File: config.mk
export PLATFORM = sky130hd
export DESIGN_NAME = mem_port_arbiter
export DESIGN_NICKNAME = d
export VERILOG_FILES = /design/src/rtl/mem_port_arbiter.sv
export SDC_FILE = /design/constraint.sdc
export NUM_CORES = 1
export LEC_CHECK = 0
export CORE_MARGIN = 5
export CORE_UTILIZATION = 37
export DETAILED_ROUTE_END_ITERATION = 8
export PLACE_DENSITY = 0.77
export SLEW_MARGIN = 20
export SYNTH_ARGS = -nofsm -noshare
export SYNTH_HDL_FRONTEND = slang
export SYNTH_SLANG_ARGS = --single-unit
File: constraint.sdc
create_clock -name clk -period 4.3 [get_ports clk]
set_clock_uncertainty 0.1 [all_clocks]
set_input_delay 0.645 -clock clk [delete_from_list [all_inputs] [get_ports clk]]
set_output_delay 0.645 -clock clk [all_outputs]
set_load 0.05 [all_outputs]
File: src/rtl/mem_port_arbiter.sv
`default_nettype none
// ============================================================================
// Module      : mem_port_arbiter
// Description : Shares one main-memory port between instruction fetch (I)
//               and the data cache (D). Round-robin on conflict. Each access
//               is held open for MEM_LATENCY cycles, then a one-cycle done
//               pulse returns the read data.
// Revision    : 1.0 - initial release
// ============================================================================
module mem_port_arbiter #(
  parameter int MEM_LATENCY = 4,   // legal range 1..15
  parameter int ADDR_W      = 32
) (
  input  logic              clk,
  input  logic              reset,
  input  logic              i_req,
  input  logic [ADDR_W-1:0] i_addr,
  output logic [31:0]       i_rdata,
  output logic              i_done,
  input  logic              d_req,
  input  logic              d_we,
  input  logic [ADDR_W-1:0] d_addr,
  input  logic [31:0]       d_wdata,
  output logic [31:0]       d_rdata,
  output logic              d_done,
  output logic [ADDR_W-1:0] mem_addr,
  output logic [31:0]       mem_wdata,
  output logic              mem_we,
  input  logic [31:0]       mem_rdata,
  output logic              owner,
  output logic              busy,
  output logic              stall
);

  // Counter reload: SERVE lasts MEM_LATENCY cycles, the last one at cnt==0
  localparam logic [3:0] C_CNT_LOAD = 4'(MEM_LATENCY - 1);

  typedef enum logic [1:0] {
    IDLE  = 2'd0,
    SERVE = 2'd1,
    RESP  = 2'd2
  } state_t;

  state_t      r_state;
  state_t      w_state_next;
  logic [3:0]  r_cnt;
  logic        r_last_owner;
  logic        w_grant;
  logic        w_grant_d;

  // State register
  always_ff @(posedge clk or posedge reset) begin
    if (reset) begin
      r_state <= IDLE;
    end else begin
      r_state <= w_state_next;
    end
  end

  // Next-state and grant decision; a conflict goes to the side not served last
  always_comb begin
    w_state_next = r_state;
    w_grant      = 1'b0;
    w_grant_d    = 1'b0;
    case (r_state)
      IDLE: begin
        if (i_req || d_req) begin
          w_grant      = 1'b1;
          w_grant_d    = (i_req && d_req) ? ~r_last_owner : d_req;
          w_state_next = SERVE;
        end
      end
      SERVE: begin
        if (r_cnt == 4'd0) begin
          w_state_next = RESP;
        end
      end
      RESP: begin
        w_state_next = IDLE;
      end
      default: begin
        w_state_next = IDLE;
      end
    endcase
  end

  // Access datapath: latch request on grant, count latency, capture data and pulse done
  always_ff @(posedge clk or posedge reset) begin
    if (reset) begin
      r_cnt        <= 4'd0;
      owner        <= 1'b0;
      r_last_owner <= 1'b0;
      mem_addr     <= '0;
      mem_wdata    <= 32'd0;
      mem_we       <= 1'b0;
      i_rdata      <= 32'd0;
      d_rdata      <= 32'd0;
      i_done       <= 1'b0;
      d_done       <= 1'b0;
    end else begin
      // done is high only for the single RESP cycle
      i_done <= 1'b0;
      d_done <= 1'b0;
      case (r_state)
        IDLE: begin
          if (w_grant) begin
            owner <= w_grant_d;
            r_cnt <= C_CNT_LOAD;
            if (w_grant_d) begin
              mem_addr  <= d_addr;
              mem_we    <= d_we;
              mem_wdata <= d_wdata;
            end else begin
              mem_addr  <= i_addr;
              mem_we    <= 1'b0;
              mem_wdata <= 32'd0;
            end
          end
        end
        SERVE: begin
          if (r_cnt == 4'd0) begin
            mem_we       <= 1'b0;
            r_last_owner <= owner;
            if (owner) begin
              d_done <= 1'b1;
              // writes leave the previous read data in place
              if (!mem_we) begin
                d_rdata <= mem_rdata;
              end
            end else begin
              i_done  <= 1'b1;
              i_rdata <= mem_rdata;
            end
          end else begin
            r_cnt <= r_cnt - 4'd1;
          end
        end
        default: begin
        end
      endcase
    end
  end

  // Status to the pipeline freeze logic
  always_comb begin
    busy  = (r_state != IDLE);
    stall = (i_req & ~i_done) | (d_req & ~d_done);
  end

endmodule
`default_nettype wire
==> results of run 1 <==
[worst max-delay path: cells and delay by family]
kind	cells	cell delay, ns
AO/OA/AOI/OAI	1	0.16
buffers and inverters	3	1.50
[routing by layer]
layer  vias up  routed length, um
met3        36               1330
met2       198               8060
li1       1926                  -
met5         -                  0
met4         0                425
met1      2063               6340
[sequential cells by signal (all words and copies together), names as in the netlist]
register,flops
d_rdata,32
i_rdata,32
mem_addr,32
mem_wdata,32
r_cnt,4
r_state,2
d_done,1
i_done,1
mem_we,1
owner,1
r_last_owner,1
[layout by cell type, fill, tap and decap left out, drive strengths merged]
cell / instances
or3: 30
nor2: 5
nand2b: 2
or2: 1
a22o: 32
clkdlybuf4s50: 266
ha: 2
o21ai: 8
o211ai: 1
clkinv: 3
a32o: 1
a21o: 1
clkinvlp: 6
mux2: 66
bufinv: 3
nand3: 1
a31oi: 1
clkbuf: 21
dfrtp: 139
inv: 7
nand4b: 1
buf: 7
o221a: 30
nor3b: 2
or4: 1
and2: 1
mux2i: 3
a21oi: 1
nor4: 1
nor2b: 2
o22ai: 2
nand4: 1
a21bo: 1
[cell type report]
cell class	count	area [um^2]	area share, %
tap	184	230	2.55
multi-input combinational	197	1940	21.5
sequential	139	3480	38.5
inverter	9	37.5	0.416
clock buffer	21	470	5.21
clock inverter	10	141	1.57
timing repair buffer	273	2730	30.2
[worst max path at each step]
| stage | start | endpoint | cells past startpoint |
|---|---|---|---|
| floorplan | reset | d_done | 1 |
| global placement | i_req | stall | 4 |
| detailed placement | i_req | stall | 4 |
| CTS | i_req | stall | 4 |
| global route | i_req | stall | 4 |
| finish | i_req | stall | 4 |
[power by group through the flow]
stage               registers, mW  logic [mW]  clock network, mW
finish                       2.28        4.77               1.49
detailed placement           2.28        4.80                  0
global route                 2.35        4.96               1.58
global placement             2.26        4.73                  0
CTS                          2.28        4.81               1.53
floorplan                    4.26        1.16                  0
[metrics by stage]
| step | area [um^2] | hold WS [ns] | utilization [%] | power (mW) |
|---|---|---|---|---|
| final | 9030 | 0.400 | 61.7 | 8.53 |
| after global routing | 9030 | 0.424 | 61.7 | 8.89 |
| after CTS | 9020 | 0.406 | 61.6 | 8.62 |
| after detailed placement | 8410 | 0.392 | 57.4 | 7.08 |
| after global placement | 8410 | 0.388 | 57.4 | 6.99 |
| after floorplan | 5580 | 0.405 | - | 5.42 |
[cells by family after synthesis]
kind of cell | after synthesis | share of synthesized area (%)
flops | 139 | 62.4
buf+inv | 34 | 3.03
fa+ha+maj | 2 | 0.449
compound gates | 78 | 12.9
mux | 69 | 15.8
simple gates | 48 | 5.45
==> impl_metrics.env, run 1 <==
export IMPL_outcome="finished, final reports clean"
export IMPL_avgSynthCellArea_um2=15.1
export IMPL_fin_cells=833
export IMPL_fp_row_count=44
export IMPL_cp_data_arrival_time_ns=2.32
export IMPL_timing_rr_start="r_state[0]"
export IMPL_vias_per_cell=5.07
export IMPL_drive_gt1_share_pct=21.7
export IMPL_grt_use_met1_pct=21.4
export IMPL_synth_cell_types=34
export IMPL_synth_cells=370
export IMPL_detail_route_antenna_nets=0
export IMPL_slew_violations=0
export IMPL_seq_area_frac_synth_pct=62.4
export IMPL_wl_um=16200
export IMPL_clock_sinks=139
export IMPL_clk_pin_slew_ns=0.06
export IMPL_portBuffers=266
export IMPL_syn_nets=505
export IMPL_period_share_pct=71.2
export IMPL_die_h_um=133
export IMPL_cts_resized=0
export IMPL_hold_viol_final=0
export IMPL_synthTopCellsByArea="dfrtp_1, mux2_4, mux2_2"
export IMPL_dp_cells=802
export IMPL_grt_pass1_vias=4719
export IMPL_dp_hpwl_um=11500
export IMPL_pre_cts_ws_ns=1.31
export IMPL_grt_pass1_wl_um=25800
export IMPL_p_comb_share_pct=55.9
export IMPL_antenna_cells=0
export IMPL_setup_viol=0
export IMPL_cellInternalPower_mw=4.70
export IMPL_track_usage_pct=18.4
export IMPL_crit_fanout=5
export IMPL_cp_required_ns=3.56
export IMPL_min_to="d_rdata[20]"
export IMPL_start_util_pct=38.1
export IMPL_start_kind="input port"
export IMPL_switching_share_pct=44.9
export IMPL_crit_slowest_cell="clkdlybuf4s50_1"
export IMPL_nFillCells=1089
export IMPL_synthTopCellsByCount="dfrtp_1, mux2_2, a22o_1, o221a_2, or3_1"
export IMPL_cp_common_cell="clkdlybuf4s50_1"
export IMPL_cts_setup_buffers=0
export IMPL_crit_chain="clkdlybuf4s50_1, inv_1, o22ai_1, clkdlybuf4s50_1"
export IMPL_dieArea_um2=17600
export IMPL_tns_ns=0
export IMPL_cts_tree="built"
export IMPL_cpPeakStageDelay_ns=0.82
export IMPL_power_density_nw_per_um2=945
export IMPL_die_width_um=133
export IMPL_clkPwrFrac_pct=17.5
export IMPL_cts_buffer_depth=2
export IMPL_layout_setup_ws_ns=1.24
export IMPL_r2r_end="mem_addr[23]"
export IMPL_antenna_found_initial=0
export IMPL_wl_per_cell_um=19.4
export IMPL_reg2reg_depth=6
export IMPL_maxCapViolations=0
export IMPL_slew_limit_headroom_pct=52.3
export IMPL_p_leak_nw=3.83
export IMPL_ios=267
export IMPL_synthFlopType="dfrtp_1"
export IMPL_synth_edf_count=0
export IMPL_top_usage_layer="met2"
export IMPL_synth_area_leader_cell="dfrtp_1"
export IMPL_synth_top_area_share_pct=62.4
export IMPL_hold_path_depth=1
export IMPL_fin_crit_ns=3.06
export IMPL_fmax_ghz=0.327
export IMPL_post_synth_top_count_cell="dfrtp_1"
export IMPL_overflow=0
export IMPL_cts_root_buffer="clkbuf_16"
export IMPL_cp_end_kind="primary output"
export IMPL_synthToLayoutAreaGrowth_pct=62.0
export IMPL_pwr_share_seq_pct=26.7
export IMPL_drt_first_pass_iters=4
export IMPL_cts_buffers=17
export IMPL_ys_warn_count=0
export IMPL_grt_setup_unrepaired="false"
export IMPL_grt_use_met3_pct=6.91
export IMPL_min_from="d_rdata[20]"
export IMPL_async_flop_share_pct=100
export IMPL_synth_seq_cells=139
export IMPL_worstSetupPathType="input port to primary output"
export IMPL_drc=0
export IMPL_ir_drop_uv=500
export IMPL_synth_cell_area_um2=5580
export IMPL_worst_hold_path_type="register to register"
export IMPL_grtUsageMet2_pct=30.6
export IMPL_cts_htree_levels=4
export IMPL_gp_congestion=0.786
export IMPL_drt_iter0_drc=159
export IMPL_insertion_delay_ns=0.41
export IMPL_worst_r2r_setup_slack_ns=1.81
export IMPL_grt_max_degree=140
export IMPL_tightest_slew_ns=0.716
export IMPL_fin_nets=772
export IMPL_p_switching_mw=3.83
export IMPL_core_area_um2=14600
export IMPL_cts_hold_buf=0
export IMPL_dr_total_vias=4223
No activity file was read; power rests on OpenSTA's default activity.
==> inputs of run 2 (changes only) <==
Settings changed: CORE_UTILIZATION 37 to 41, PLACE_DENSITY 0.77 to 0.81.
Clock period 4.3 ns to 3.1 ns, I/O delays scaled along.
==> impl_metrics.env, run 2 (synthesis results as in run 1) <==
export IMPL_worst_hold_path_type="register to register"
export IMPL_tns_ns=0
export IMPL_ir_drop_uv=709
export IMPL_fin_nets=774
export IMPL_dieArea_um2=16000
export IMPL_fmax_ghz=0.373
export IMPL_cts_htree_levels=4
export IMPL_wl_per_cell_um=19.8
export IMPL_vias_per_cell=5.16
export IMPL_drc=0
export IMPL_drt_iter0_drc=237
export IMPL_crit_fanout=4
export IMPL_final_cell_mix="clkdlybuf4s50_1, dfrtp_1, mux2_2"
export IMPL_cpPeakStageDelay_ns=0.77
export IMPL_timing_rr_start="r_cnt[0]"
export IMPL_clk_pin_slew_ns=0.05
export IMPL_dp_cells=796
export IMPL_core_area_um2=13300
export IMPL_cp_num_buf_inv=2
export IMPL_clock_sinks=139
export IMPL_crit_chain="nor2_1, clkinv_1, clkdlybuf4s50_1"
export IMPL_synthToLayoutAreaGrowth_pct=61.4
export IMPL_die_h_um=127
export IMPL_portBuffers=266
export IMPL_ios=267
export IMPL_start_util_pct=41.9
export IMPL_overflow=0
export IMPL_min_from="i_rdata[26]"
export IMPL_power_density_nw_per_um2=1300
export IMPL_slew_limit_headroom_pct=51.9
export IMPL_grt_pass1_vias=4743
export IMPL_grt_max_degree=58
export IMPL_fin_crit_ns=2.68
export IMPL_gp_congestion=0.835
export IMPL_p_leak_nw=3.83
export IMPL_tightest_slew_ns=0.721
export IMPL_setup_viol=0
export IMPL_cts_buffer_depth=2
export IMPL_cp_data_arrival_time_ns=2.12
export IMPL_cp_end_kind="primary output"
export IMPL_final_util_pct=67.7
export IMPL_nFillCells=961
export IMPL_antenna_cells=0
export IMPL_track_usage_pct=20.8
export IMPL_worstSetupPathType="register to primary output"
export IMPL_cp_startpoint="r_state[0]"
export IMPL_dp_hpwl_um=11800
export IMPL_grt_setup_unrepaired="false"
export IMPL_outcome="finished, final reports clean"
export IMPL_fp_row_count=42
export IMPL_whs_ns=0.403
export IMPL_insertion_delay_ns=0.41
export IMPL_dr_total_vias=4274
export IMPL_maxCapViolations=0
export IMPL_die_width_um=127
export IMPL_cts_resized=0
export IMPL_slew_violations=0
export IMPL_cts_tree="built"
export IMPL_cts_setup_buffers=0
export IMPL_antenna_found_initial=0
export IMPL_start_kind="register"
export IMPL_grt_pass1_wl_um=26300
export IMPL_drt_first_pass_iters=4
export IMPL_wl_um=16400
export IMPL_cts_hold_buf=0
export IMPL_hold_viol_final=0
export IMPL_drive_gt1_share_pct=21.6
export IMPL_cp_required_ns=2.53
export IMPL_period_share_pct=86.5
export IMPL_detail_route_antenna_nets=0
export IMPL_fin_cells=828
export IMPL_crit_slowest_cell="clkdlybuf4s50_1"
export IMPL_cts_buffers=17
export IMPL_final_common_cell="clkdlybuf4s50_1"
export IMPL_cts_root_buffer="clkbuf_16"
export IMPL_cpLargestDelayFamily="buffers and inverters"
-- run 2: layer usage --
| metal | up-vias | track usage [%] | share of wire, % |
|---|---|---|---|
| met5 | - | 0 | 0 |
| met4 | 0 | 9.97 | 3.1 |
| met3 | 33 | 6.22 | 7.4 |
| met2 | 195 | 34.1 | 50 |
| met1 | 2119 | 25.2 | 40 |
| li1 | 1927 | - | - |
-- run 2: worst paths after layout --
check                                    end  slack, ns  depth (start not counted)
worst max-delay path                    busy       0.42                          3
min in group asynchronous        d_rdata[25]       0.43                          2
worst min register to register   i_rdata[26]       0.40                          1
max in group asynchronous       mem_wdata[5]       1.74                          3
worst min-delay path             i_rdata[26]       0.40                          1
worst max register to register   i_rdata[16]       0.83                          5
-- run 2: metrics by stage --
stage / worst slack (ns) / power [mW] / instance area [um^2]
floorplan: 0.800 / 7.52 / 5580
global placement: 0.476 / 9.71 / 8430
detailed placement: 0.456 / 9.83 / 8430
CTS: 0.344 / 11.8 / 9000
global route: 0.301 / 12.2 / 9000
finish: 0.418 / 11.7 / 9000
-- run 2: layout make-up --
cell class                      instances  area [um^2]  share of cell area [%]
Sequential cell                       139         3480                    38.7
Timing Repair Buffer                  275         2760                    30.6
Multi-Input combinational cell        197         1940                    21.5
Clock buffer                           26          509                    5.66
Tap cell                              176          220                    2.45
Clock inverter                          6         60.1                   0.668
Inverter                                9         37.5                   0.417
-- run 2: power breakdown --
group,internal (mW),leakage (nW),switching [mW]
combinational,2.54,1.90,4.08
clock,1.21,0.276,0.712
sequential,2.67,1.65,0.503
==> inputs of run 3 (changes only) <==
Settings changed: CTS_BUF_LIST set to sky130_fd_sc_hd__clkbuf_4 sky130_fd_sc_hd__clkbuf_8 sky130_fd_sc_hd__clkbuf_16.
==> impl_metrics.env, run 3 (synthesis results as in run 1) <==
export IMPL_period_share_pct=86.3
export IMPL_detail_route_antenna_nets=0
export IMPL_gp_congestion=0.835
export IMPL_ir_drop_uv=709
export IMPL_ios=267
export IMPL_drive_gt1_share_pct=22.2
export IMPL_slew_limit_headroom_pct=52.0
export IMPL_cts_root_buffer="clkbuf_16"
export IMPL_die_h_um=127
export IMPL_fin_crit_ns=2.68
export IMPL_cts_buffer_depth=2
export IMPL_cts_buffers=17
export IMPL_cts_htree_levels=4
export IMPL_start_kind="register"
export IMPL_antenna_cells=0
export IMPL_antenna_found_initial=0
export IMPL_cp_required_ns=2.53
export IMPL_slew_violations=0
export IMPL_cp_end_kind="primary output"
export IMPL_overflow=0
export IMPL_portBuffers=266
export IMPL_cts_setup_buffers=0
export IMPL_tns_ns=0
export IMPL_die_width_um=127
export IMPL_p_leak_nw=3.85
export IMPL_pre_cts_ws_ns=0.456
export IMPL_cts_hold_buf=0
export IMPL_worst_hold_path_type="register to register"
export IMPL_outcome="finished, final reports clean"
export IMPL_clk_pin_slew_ns=0.05
export IMPL_dr_total_vias=4267
export IMPL_crit_fanout=4
export IMPL_vias_per_cell=5.15
export IMPL_final_common_cell="clkdlybuf4s50_1"
export IMPL_layout_setup_ws_ns=0.423
export IMPL_power_density_nw_per_um2=1300
export IMPL_fin_nets=774
export IMPL_grt_pass1_vias=4745
export IMPL_worstSetupPathType="register to primary output"
export IMPL_nFillCells=957
export IMPL_drc=0
export IMPL_grt_pass1_wl_um=26300
export IMPL_grt_max_degree=58
export IMPL_setup_viol=0
export IMPL_wl_per_cell_um=19.7
export IMPL_dieArea_um2=16000
export IMPL_core_area_um2=13300
export IMPL_power_mw=11.7
export IMPL_fmax_ghz=0.374
export IMPL_grt_setup_unrepaired="false"
export IMPL_start_util_pct=41.9
export IMPL_insertion_delay_ns=0.41
export IMPL_cp_data_arrival_time_ns=2.11
export IMPL_maxCapViolations=0
export IMPL_final_cell_mix="clkdlybuf4s50_1, dfrtp_1, mux2_2"
export IMPL_drt_first_pass_iters=4
export IMPL_cts_resized=0
export IMPL_fp_row_count=42
export IMPL_track_usage_pct=20.8
export IMPL_clock_sinks=139
export IMPL_synthToLayoutAreaGrowth_pct=61.6
export IMPL_wl_um=16300
export IMPL_cts_tree="built"
export IMPL_hold_viol_final=0
export IMPL_drt_iter0_drc=241
export IMPL_tightest_slew_ns=0.719
export IMPL_dp_hpwl_um=11800
[run 3: final timing paths]
kind	start	end	slack [ns]	depth (start not counted)
hold / removal	i_rdata[26]	i_rdata[26]	0.40	1
min in group asynchronous	reset	d_rdata[25]	0.43	2
setup reg to reg	r_cnt[0]	i_rdata[22]	0.84	5
hold reg to reg	i_rdata[26]	i_rdata[26]	0.40	1
max in group asynchronous	reset	mem_wdata[5]	1.74	3
setup / recovery	r_state[0]	busy	0.42	3
[run 3: area by class of cell]
class	instances	area, um^2	area share [%]
sequential	139	3480	38.6
multi-input combinational	197	1940	21.5
clock buffer	26	524	5.82
timing repair buffer	275	2760	30.6
tap	176	220	2.44
inverter	9	37.5	0.416
clock inverter	6	60.1	0.666
[run 3: routing by layer]
| metal | part of all wire, % | track usage (%) | vias up |
|---|---|---|---|
| met4 | 3.2 | 9.97 | 0 |
| met1 | 40 | 25.1 | 2108 |
| met3 | 7.6 | 6.22 | 34 |
| li1 | - | - | 1926 |
| met2 | 50 | 34.1 | 199 |
| met5 | 0 | 0 | - |
[run 3: metrics by stage]
stage,std cells,util (%),area [um^2],hold slack (ns)
final,828,67.8,9010,0.403
after global routing,828,67.8,9010,0.419
after CTS,828,67.8,9010,0.405
after detailed placement,796,63.4,8430,0.391
after global placement,796,63.4,8430,0.387
after floorplan,370,-,5580,0.405
[run 3: critical path: stages (launching register included)]
cell             delay [ns]
dfrtp_1                0.38
nor2_1                 0.28
clkinv_1               0.27
clkdlybuf4s50_1        0.77
[run 3: power by group]
group	internal, mW	switching [mW]
combinational	2.54	4.08
clock	1.24	0.707
sequential	2.67	0.502
